--- src/rtl/uart_hex_frame_gen.sv ---
// uart_hex_frame_gen: turns NUM_CH sampled channels into an ASCII hex line
// such as "<1234|ABCD|00F0>\n" and streams it out one byte per transfer.
// Optional build macro FRAME_CHECKSUM_EN appends "*HH" (XOR of SOF through
// the last data digit) before the closing '>'.
//
// Output handshake: a byte moves when o_tvalid && i_tready are both high on
// a rising clk edge. Once o_tvalid is high it stays high, and o_tdata stays
// unchanged, until that transfer happens (only rst can withdraw it).
module uart_hex_frame_gen #(
    parameter int         NUM_CH   = 3,
    parameter int         DATA_W   = 16,
    parameter logic [7:0] SEP_CHAR = "|"
) (
    input  logic                     clk,
    input  logic                     rst,
    input  logic                     in_valid,
    input  logic [NUM_CH*DATA_W-1:0] in_data,
    input  logic                     start,
    output logic                     o_tvalid,
    output logic [7:0]               o_tdata,
    input  logic                     i_tready,
    output logic                     busy,
    output logic                     frame_done,
    output logic                     overrun
);
    localparam int DIGITS = (DATA_W + 3) / 4;
    localparam int PAD_W  = DIGITS * 4;
    localparam int CH_W   = (NUM_CH > 1) ? $clog2(NUM_CH) : 1;
    localparam int DG_W   = (DIGITS > 1) ? $clog2(DIGITS) : 1;
    localparam logic [CH_W-1:0] LAST_CH = CH_W'(NUM_CH - 1);
    localparam logic [DG_W-1:0] TOP_DG  = DG_W'(DIGITS - 1);

    typedef enum logic [3:0] {
        S_IDLE,
        S_SOF,
        S_DIGIT,
        S_SEP,
`ifdef FRAME_CHECKSUM_EN
        S_STAR,
        S_CK_HI,
        S_CK_LO,
`endif
        S_EOF,
        S_NL
    } state_t;

    state_t                     state, state_nx;
    logic [NUM_CH*DATA_W-1:0]   sample_r;
    logic [NUM_CH*DATA_W-1:0]   frame_r;
    logic                       stale;
    logic                       stale_l;
    logic [CH_W-1:0]            ch_cnt;
    logic [DG_W-1:0]            dg_cnt;
    logic [DATA_W-1:0]          ch_sel;
    logic [PAD_W-1:0]           ch_pad;
    logic [3:0]                 nibble;
    logic                       start_acc;
    logic                       xfer;
`ifdef FRAME_CHECKSUM_EN
    logic [7:0]                 csum;
`endif

    function automatic logic [7:0] hex_ascii(input logic [3:0] n);
        hex_ascii = (n < 4'd10) ? (8'h30 + {4'h0, n}) : (8'h37 + {4'h0, n});
    endfunction

    assign start_acc = start && (state == S_IDLE);
    assign xfer      = o_tvalid && i_tready;

    // Sample register, frame snapshot and staleness tracking.
    always_ff @(posedge clk or posedge rst) begin
        if (rst) begin
            sample_r <= '0;
            frame_r  <= '0;
            stale    <= 1'b1;
            stale_l  <= 1'b0;
        end else begin
            if (in_valid) sample_r <= in_data;
            if (start_acc) begin
                // A same-cycle in_valid supplies fresh data straight into the frame.
                frame_r <= in_valid ? in_data : sample_r;
                stale_l <= stale && !in_valid;
                stale   <= 1'b1;
            end else if (in_valid) begin
                stale   <= 1'b0;
            end
        end
    end

    // Channel and digit counters walk the snapshot during DIGIT transfers.
    always_ff @(posedge clk or posedge rst) begin
        if (rst) begin
            ch_cnt <= '0;
            dg_cnt <= '0;
        end else if (start_acc) begin
            ch_cnt <= '0;
            dg_cnt <= TOP_DG;
        end else if (xfer && state == S_DIGIT) begin
            if (dg_cnt == '0) begin
                dg_cnt <= TOP_DG;
                ch_cnt <= (ch_cnt == LAST_CH) ? '0 : ch_cnt + CH_W'(1);
            end else begin
                dg_cnt <= dg_cnt - DG_W'(1);
            end
        end
    end

`ifdef FRAME_CHECKSUM_EN
    // Running XOR over SOF, digits and separators as they are accepted.
    always_ff @(posedge clk or posedge rst) begin
        if (rst) begin
            csum <= '0;
        end else if (xfer) begin
            if (state == S_SOF)
                csum <= o_tdata;
            else if (state == S_DIGIT || state == S_SEP)
                csum <= csum ^ o_tdata;
        end
    end
`endif

    // Pick the current channel out of the snapshot.
    always_comb begin
        ch_sel = '0;
        for (int k = 0; k < NUM_CH; k++)
            if (ch_cnt == CH_W'(k)) ch_sel = frame_r[k*DATA_W +: DATA_W];
    end

    assign ch_pad = PAD_W'(ch_sel);

    // Pick the current nibble; the top nibble is zero-padded when needed.
    always_comb begin
        nibble = '0;
        for (int d = 0; d < DIGITS; d++)
            if (dg_cnt == DG_W'(d)) nibble = ch_pad[d*4 +: 4];
    end

    // FSM state register.
    always_ff @(posedge clk or posedge rst) begin
        if (rst) state <= S_IDLE;
        else     state <= state_nx;
    end

    // FSM next state and byte/status outputs.
    always_comb begin
        state_nx   = state;
        o_tvalid   = (state != S_IDLE);
        busy       = (state != S_IDLE);
        frame_done = (state == S_NL) && i_tready;
        overrun    = start && (state != S_IDLE);
        o_tdata    = 8'h00;
        case (state)
            S_IDLE: begin
                if (start) state_nx = S_SOF;
            end
            S_SOF: begin
                o_tdata = stale_l ? 8'h21 : 8'h3C;
                if (i_tready) state_nx = S_DIGIT;
            end
            S_DIGIT: begin
                o_tdata = hex_ascii(nibble);
                if (i_tready && dg_cnt == '0) begin
`ifdef FRAME_CHECKSUM_EN
                    state_nx = (ch_cnt == LAST_CH) ? S_STAR : S_SEP;
`else
                    state_nx = (ch_cnt == LAST_CH) ? S_EOF : S_SEP;
`endif
                end
            end
            S_SEP: begin
                o_tdata = SEP_CHAR;
                if (i_tready) state_nx = S_DIGIT;
            end
`ifdef FRAME_CHECKSUM_EN
            S_STAR: begin
                o_tdata = 8'h2A;
                if (i_tready) state_nx = S_CK_HI;
            end
            S_CK_HI: begin
                o_tdata = hex_ascii(csum[7:4]);
                if (i_tready) state_nx = S_CK_LO;
            end
            S_CK_LO: begin
                o_tdata = hex_ascii(csum[3:0]);
                if (i_tready) state_nx = S_EOF;
            end
`endif
            S_EOF: begin
                o_tdata = 8'h3E;
                if (i_tready) state_nx = S_NL;
            end
            S_NL: begin
                o_tdata = 8'h0A;
                if (i_tready) state_nx = S_IDLE;
            end
            default: state_nx = S_IDLE;
        endcase
    end
endmodule

--- config.mk ---
export PLATFORM = sky130hd
export DESIGN_NAME = uart_hex_frame_gen
export DESIGN_NICKNAME = d
export VERILOG_FILES = /design/src/rtl/uart_hex_frame_gen.sv
export SDC_FILE = /design/constraint.sdc
export NUM_CORES = 1
export LEC_CHECK = 0
export BUFFER_PORTS_ARGS = -buffer_cell sky130_fd_sc_hd__clkbuf_2
export CAP_MARGIN = 20
export CORE_MARGIN = 2
export CORE_UTILIZATION = 40
export CTS_CLUSTER_DIAMETER = 120
export DETAILED_ROUTE_END_ITERATION = 8
export SYNTH_ARGS = -nofsm -noshare
export SYNTH_HDL_FRONTEND = slang
export SYNTH_SLANG_ARGS = --single-unit
export TNS_END_PERCENT = 20
--- constraint.sdc ---
create_clock -name clk -period 3.6 [get_ports clk]
set_input_delay 0.18 -clock clk [delete_from_list [all_inputs] [get_ports clk]]
set_output_delay 0.18 -clock clk [all_outputs]
set_load 0.1 [all_outputs]
* After elaboration in Yosys (flattened, before gate mapping)
Index checks and enable logic that the tools add are counted.
** Storage, ports and cells
- Bits of input ports :: 53
- Word-level logic and storage cells :: 72
- Output and inout port bits :: 12
- Register bits after elaboration :: 106
** Cells by class
- Muxes and demuxes :: 27
- Equal/unequal tests :: 15
- $add $sub $neg :: 4
- Order comparisons :: 1
- Reduce and logical (&&, ||, !) cells :: 18
** Operators with widths (number)
- $mux W16 :: 3
- $mux W48 :: 1
- $mux W4 :: 9
- $pmux W7 S5 :: 1
- $pmux W4 S5 :: 1
- $add A6 B4 Y7 const A :: 2
- $mux W2 :: 7
- $eq A4 B2 Y1 const B :: 2
- $eq A4 B3 Y1 const B :: 2
- $logic_and A1 B1 Y1 :: 7
- $mux W7 :: 1
- $eq A2 B2 Y1 const B :: 3
- $ne A2 B2 Y1 const B :: 3
- $reduce_bool A2 Y1 :: 3
- $mux W5 :: 1
- $reduce_and A5 Y1 :: 1
- $eq A2 B1 Y1 const B :: 2
- $eq A4 B1 Y1 const B :: 1
- $logic_not A2 Y1 :: 2
- $logic_not A4 Y1 :: 1
- $lt A4 B4 Y1 const B :: 1
- $ne A2 B1 Y1 const B :: 2
- $reduce_bool A4 Y1 :: 1
- $mux W3 :: 1
- 6 further kinds :: 7

* Logic depth before layout (Yosys ltp)
- Word-level depth :: 11
- Gate-level depth with buffers :: 12
- Mapped depth without buffers :: 10

* Least setup slack after synthesis
No wires, ideal clock.
- Path type :: register to output
- From :: register dg_cnt[0]
- To :: output port o_tdata[1]
- Stages on the path, launching flop included :: 12
- Path slack :: -0.469 ns
- Required time :: 3.420 ns
- Arrival time :: 3.889 ns
- Buffers on the path :: 1
- Path through :: dfrtp_1 inv_1 ha_1 clkbuf_1 nor3b_1 o21ai_0 a21oi_1 inv_1 ha_1 nand2_1 nand2_1 o21ai_0
** On the way
- Cells in the longest elaborated chain, start to end :: 8
- Elaborated cells on any way between the ends :: 13
- Classes of those cells :: add/sub (2); order compare (1); eq/ne (3); mux (6); reduce/logical (1)
** Ends and longest elaborated chain
- from (decl) :: RTL line 53 : logic [DG_W-1:0] dg_cnt;
- from (signal assigned) :: RTL line 103 : dg_cnt <= dg_cnt - DG_W'(1);
- $logic_not A2 Y1 :: RTL line 135 : if (dg_cnt == DG_W'(d)) nibble = ch_pad[d*4 +: 4];
- $mux W4 (3 in series) :: RTL line 135
- $mux W4 (*) :: RTL line 135
- $add A6 B4 Y7 / $lt A4 B4 Y1 (equally long branches) :: RTL line 64 : hex_ascii = (n < 4'd10) ? (8'h30 + {4'h0, n}) : (8'h37 + {4'h0, n});
- $mux W7 (*) :: RTL line 64
- $pmux W7 S5 (*) :: RTL line 152 : case (state)
- to (decl) :: RTL line 20 : output logic [7:0] o_tdata,
Mark *: on every way between the ends. The rest lies on a longest branch, timed or not.

* Worst setup path after layout
- From :: register ch_cnt[0]
- To :: output port o_tdata[6]
** On the way
- Cells in the longest elaborated chain, start to end :: 11
- Elaborated cells on any way between the ends :: 15
- Classes of those cells :: add/sub (2); order compare (1); eq/ne (2); mux (9); reduce/logical (1)
** Ends and longest elaborated chain
- from (decl) :: RTL line 52 : logic [CH_W-1:0] ch_cnt;
- from (signal assigned) :: RTL line 101 : ch_cnt <= (ch_cnt == LAST_CH) ? '0 : ch_cnt + CH_W'(1);
- $logic_not A2 Y1 :: RTL line 126 : if (ch_cnt == CH_W'(k)) ch_sel = frame_r[k*DATA_W +: DATA_W];
- $mux W16 (2 in series) :: RTL line 126
- $mux W16 (*) :: RTL line 126
- $mux W4 (3 in series) :: RTL line 135
- $mux W4 (*) :: RTL line 135
- $add A6 B4 Y7 / $lt A4 B4 Y1 (equally long branches) :: RTL line 64
- $mux W7 (*) :: RTL line 64
- $pmux W7 S5 (*) :: RTL line 152
Marks and branches as above.

==> run summary <==
DRT Pass-1 Iters: 4
area leader, netlist: dfrtp_1
Initial Utilization: 40.9%
Pleak: 2.65 nW
post-synthesis register bit count: 105
Syn Std Cell Area: 4890 um^2
largest net degree at the start of global routing: 59
Synth cell types: 45
GP Congestion: 0.824
sequential area share after synthesis: 53.8%
Die W: 115 um
Slew Limit Fails: 0
combinational power share: 49.9%
setup slack after layout: 0.294 ns
Slowest Stage Delay on Critical Path: 0.68 ns
clock share of power: 16.8%
IO Count: 65
predominant post-synthesis flop cell: dfrtp_1
setup repair bufs after CTS: 0
WP data arrival: 3.13 ns
placed inst area: 5290 um^2
Clock Path Buffers: 2
die height: 115 um
endpoints failing setup: 0
ys async rst share: 100%
fmax: 303 MHz
number of global-route vias before repair: 3532
total routing usage reported by global routing: 17.2%
Hold Crit Class: input port to register
Worst-path clk slew: 0.07 ns
maximum vdd drop: 478 uV
switch share: 48.9%
syn_nets: 536
Detail Placement HPWL: 7400 um
Crit-path slowest cell: dfrtp_1
# H-tree levels: 3
FP Rows: 40
RSZ-0062 raised after global routing: false
most frequent cells after synthesis: 151 x nand2_1, 104 x dfrtp_1, 48 x mux2_2
wire length per cell: 15.1 um
Initial DRC Count: 106
Reg power frac: 33.4%
Worst Skew: 0.00470 ns
Power Internal: 2.75 mW
ranking of synthesized cells by area: dfrtp_1 53%, nand2_1 12%, mux2_2 11%
Syn. warnings: 0
final hold violations: 0
final net count: 589
antenna cells: 0
period utilization: 91.8%
DR vias: 3448
drc violations: 0
min Tclk post-route: 3.31 ns
PortBufs: 63
Power Density: 965 nW/um^2
Rel. slew slack: 31.8%
Placement Setup Slack: 0.396 ns
setup TNS: 0 ns
CTS tree: built
initial antenna violation count: 0
Core Region: 12000 um^2
run status: finished clean
critical-path cell list: and2b_1 > a31o_2 > o21ai_0 > a21oi_1 > inv_1 > ha_1 > nor2b_1 > o21ai_0 > a21oi_1 > clkbuf_2
Worst-Margin Slew: 1.02 ns
final WL: 10300 um
Req. time, crit path: 3.42 ns
Overflow after GRT: 0
clk_lat worst skew: 0.35 ns
design area: 5570 um^2
via/cell ratio: 5.06
EDFF count, synth: 0
CTS buffer count: 9
global-route wire length before repair: 17500 um
cells after synthesis: 477
critical path peak fanout: 15
antenna-violating nets left: 0
Sw Pwr: 2.63 mW
clock sink total: 105
area grow syn2layout: 13.9%
most common cell in the netlist: nand2_1
endpoint class of the critical path: primary output
syn_area_per_cell: 10.3 um^2
clock root cell: clkbuf_16
share of layout cells above drive strength 1: 27.7%
nature of the critical path startpoint: register
share of the synthesized area in the top cell type: 53.2%
Max Cap Viol: 0
critical path class: register to primary output
Die ar.: 13100 um^2
==> stage by stage <==
stage               hold WS [ns]  std cells  util [%]  power, mW
finish                    0.0798        682      46.6       5.38
global route              0.0788        682      46.6       5.76
CTS                       0.0706        682      46.6       5.42
detailed placement         0.295        665      44.3       4.50
global placement           0.285        664      44.1       4.45
floorplan                  0.348        477         -       4.00
==> metal layers <==
layer  GRT usage (%)  part of all wire (%)  vias to the layer above
li1                -                     -                     1692
met1            23.3                    47                     1674
met2            26.7                    46                       68
met3            4.34                   5.3                       14
met4            6.34                   1.8                        0
met5               0                     0                        -
==> final timing paths <==
check | start | end | slack [ns] | cells after the start
setup / recovery | ch_cnt[0] | o_tdata[6] | 0.29 | 10
max in group asynchronous | rst | ch_cnt[1] | 2.30 | 4
setup reg to reg | state[0] | frame_r[25] | 1.43 | 3
hold reg to reg | frame_r[43] | frame_r[43] | 0.48 | 2
hold / removal | in_data[2] | sample_r[2] | 0.08 | 2
min in group asynchronous | rst | sample_r[29] | 0.45 | 3
==> timing repair <==
item | in CTS | in global routing
endpoints found under the hold margin | 45 | 0
hold buffers | 1 | 0
gates resized for setup | 0 | 1
setup endpoints to repair | 0 | 6
==> flip-flops by register name (all words and copies together) (netlist names) <==
| name | cells |
|---|---|
| state | 3 |
| frame_r | 48 |
| dg_cnt | 2 |
| ch_cnt | 2 |
| sample_r | 48 |
| stale_l | 1 |
| stale | 1 |
==> power by group through the flow <==
stage	sequential, mW	combinational (mW)	clock [mW]
2_1_floorplan	1.65	2.35	0
3_3_place_gp	1.81	2.63	0
3_5_place_dp	1.81	2.69	0
4_1_cts	1.79	2.70	0.926
5_1_grt	1.84	2.95	0.969
6_report	1.79	2.68	0.902
==> worst max-delay path, delay by kind of cell, from the launching register on <==
| kind | cells | cell delay (ns) |
|---|---|---|
| compound gates | 5 | 0.95 |
| fa+ha+maj | 1 | 0.20 |
| buf+inv | 2 | 0.56 |
| flops | 1 | 0.68 |
| simple gates | 2 | 0.40 |
==> kinds of logic (layout without fill, tap and decap cells) <==
group | count (synthesis) | in the layout | synth area share, %
other | 1 | 1 | 0.0767
flip-flops | 105 | 105 | 53.8
AO/OA/AOI/OAI | 63 | 63 | 9.06
adder cells (fa/ha/maj) | 6 | 6 | 1.54
AND/OR/NAND/NOR | 190 | 190 | 16.3
multiplexers | 65 | 65 | 14.6
buffers and inverters | 47 | 105 | 4.71
==> cell type report <==
class / count / area [um^2]
Inverter: 19 / 73.8
Sequential cell: 105 / 2630
Tap cell: 147 / 184
Timing Repair Buffer: 70 / 385
Clock buffer: 12 / 236
Fill cell: 1126 / 6390
Clock inverter: 4 / 28.8
Multi-Input combinational cell: 325 / 2030
==> layout by cell type, fill, tap and decap left out, types with 9 or more instances in the layout <==
cell / n
a21oi_1: 11
clkbuf_16: 9
clkbuf_2: 62
dfrtp_1: 103
inv_1: 16
mux2_2: 48
mux2i_1: 16
nand2_1: 151
nor2_1: 11
o21ai_0: 21
(Power assumes the default switching activity.)
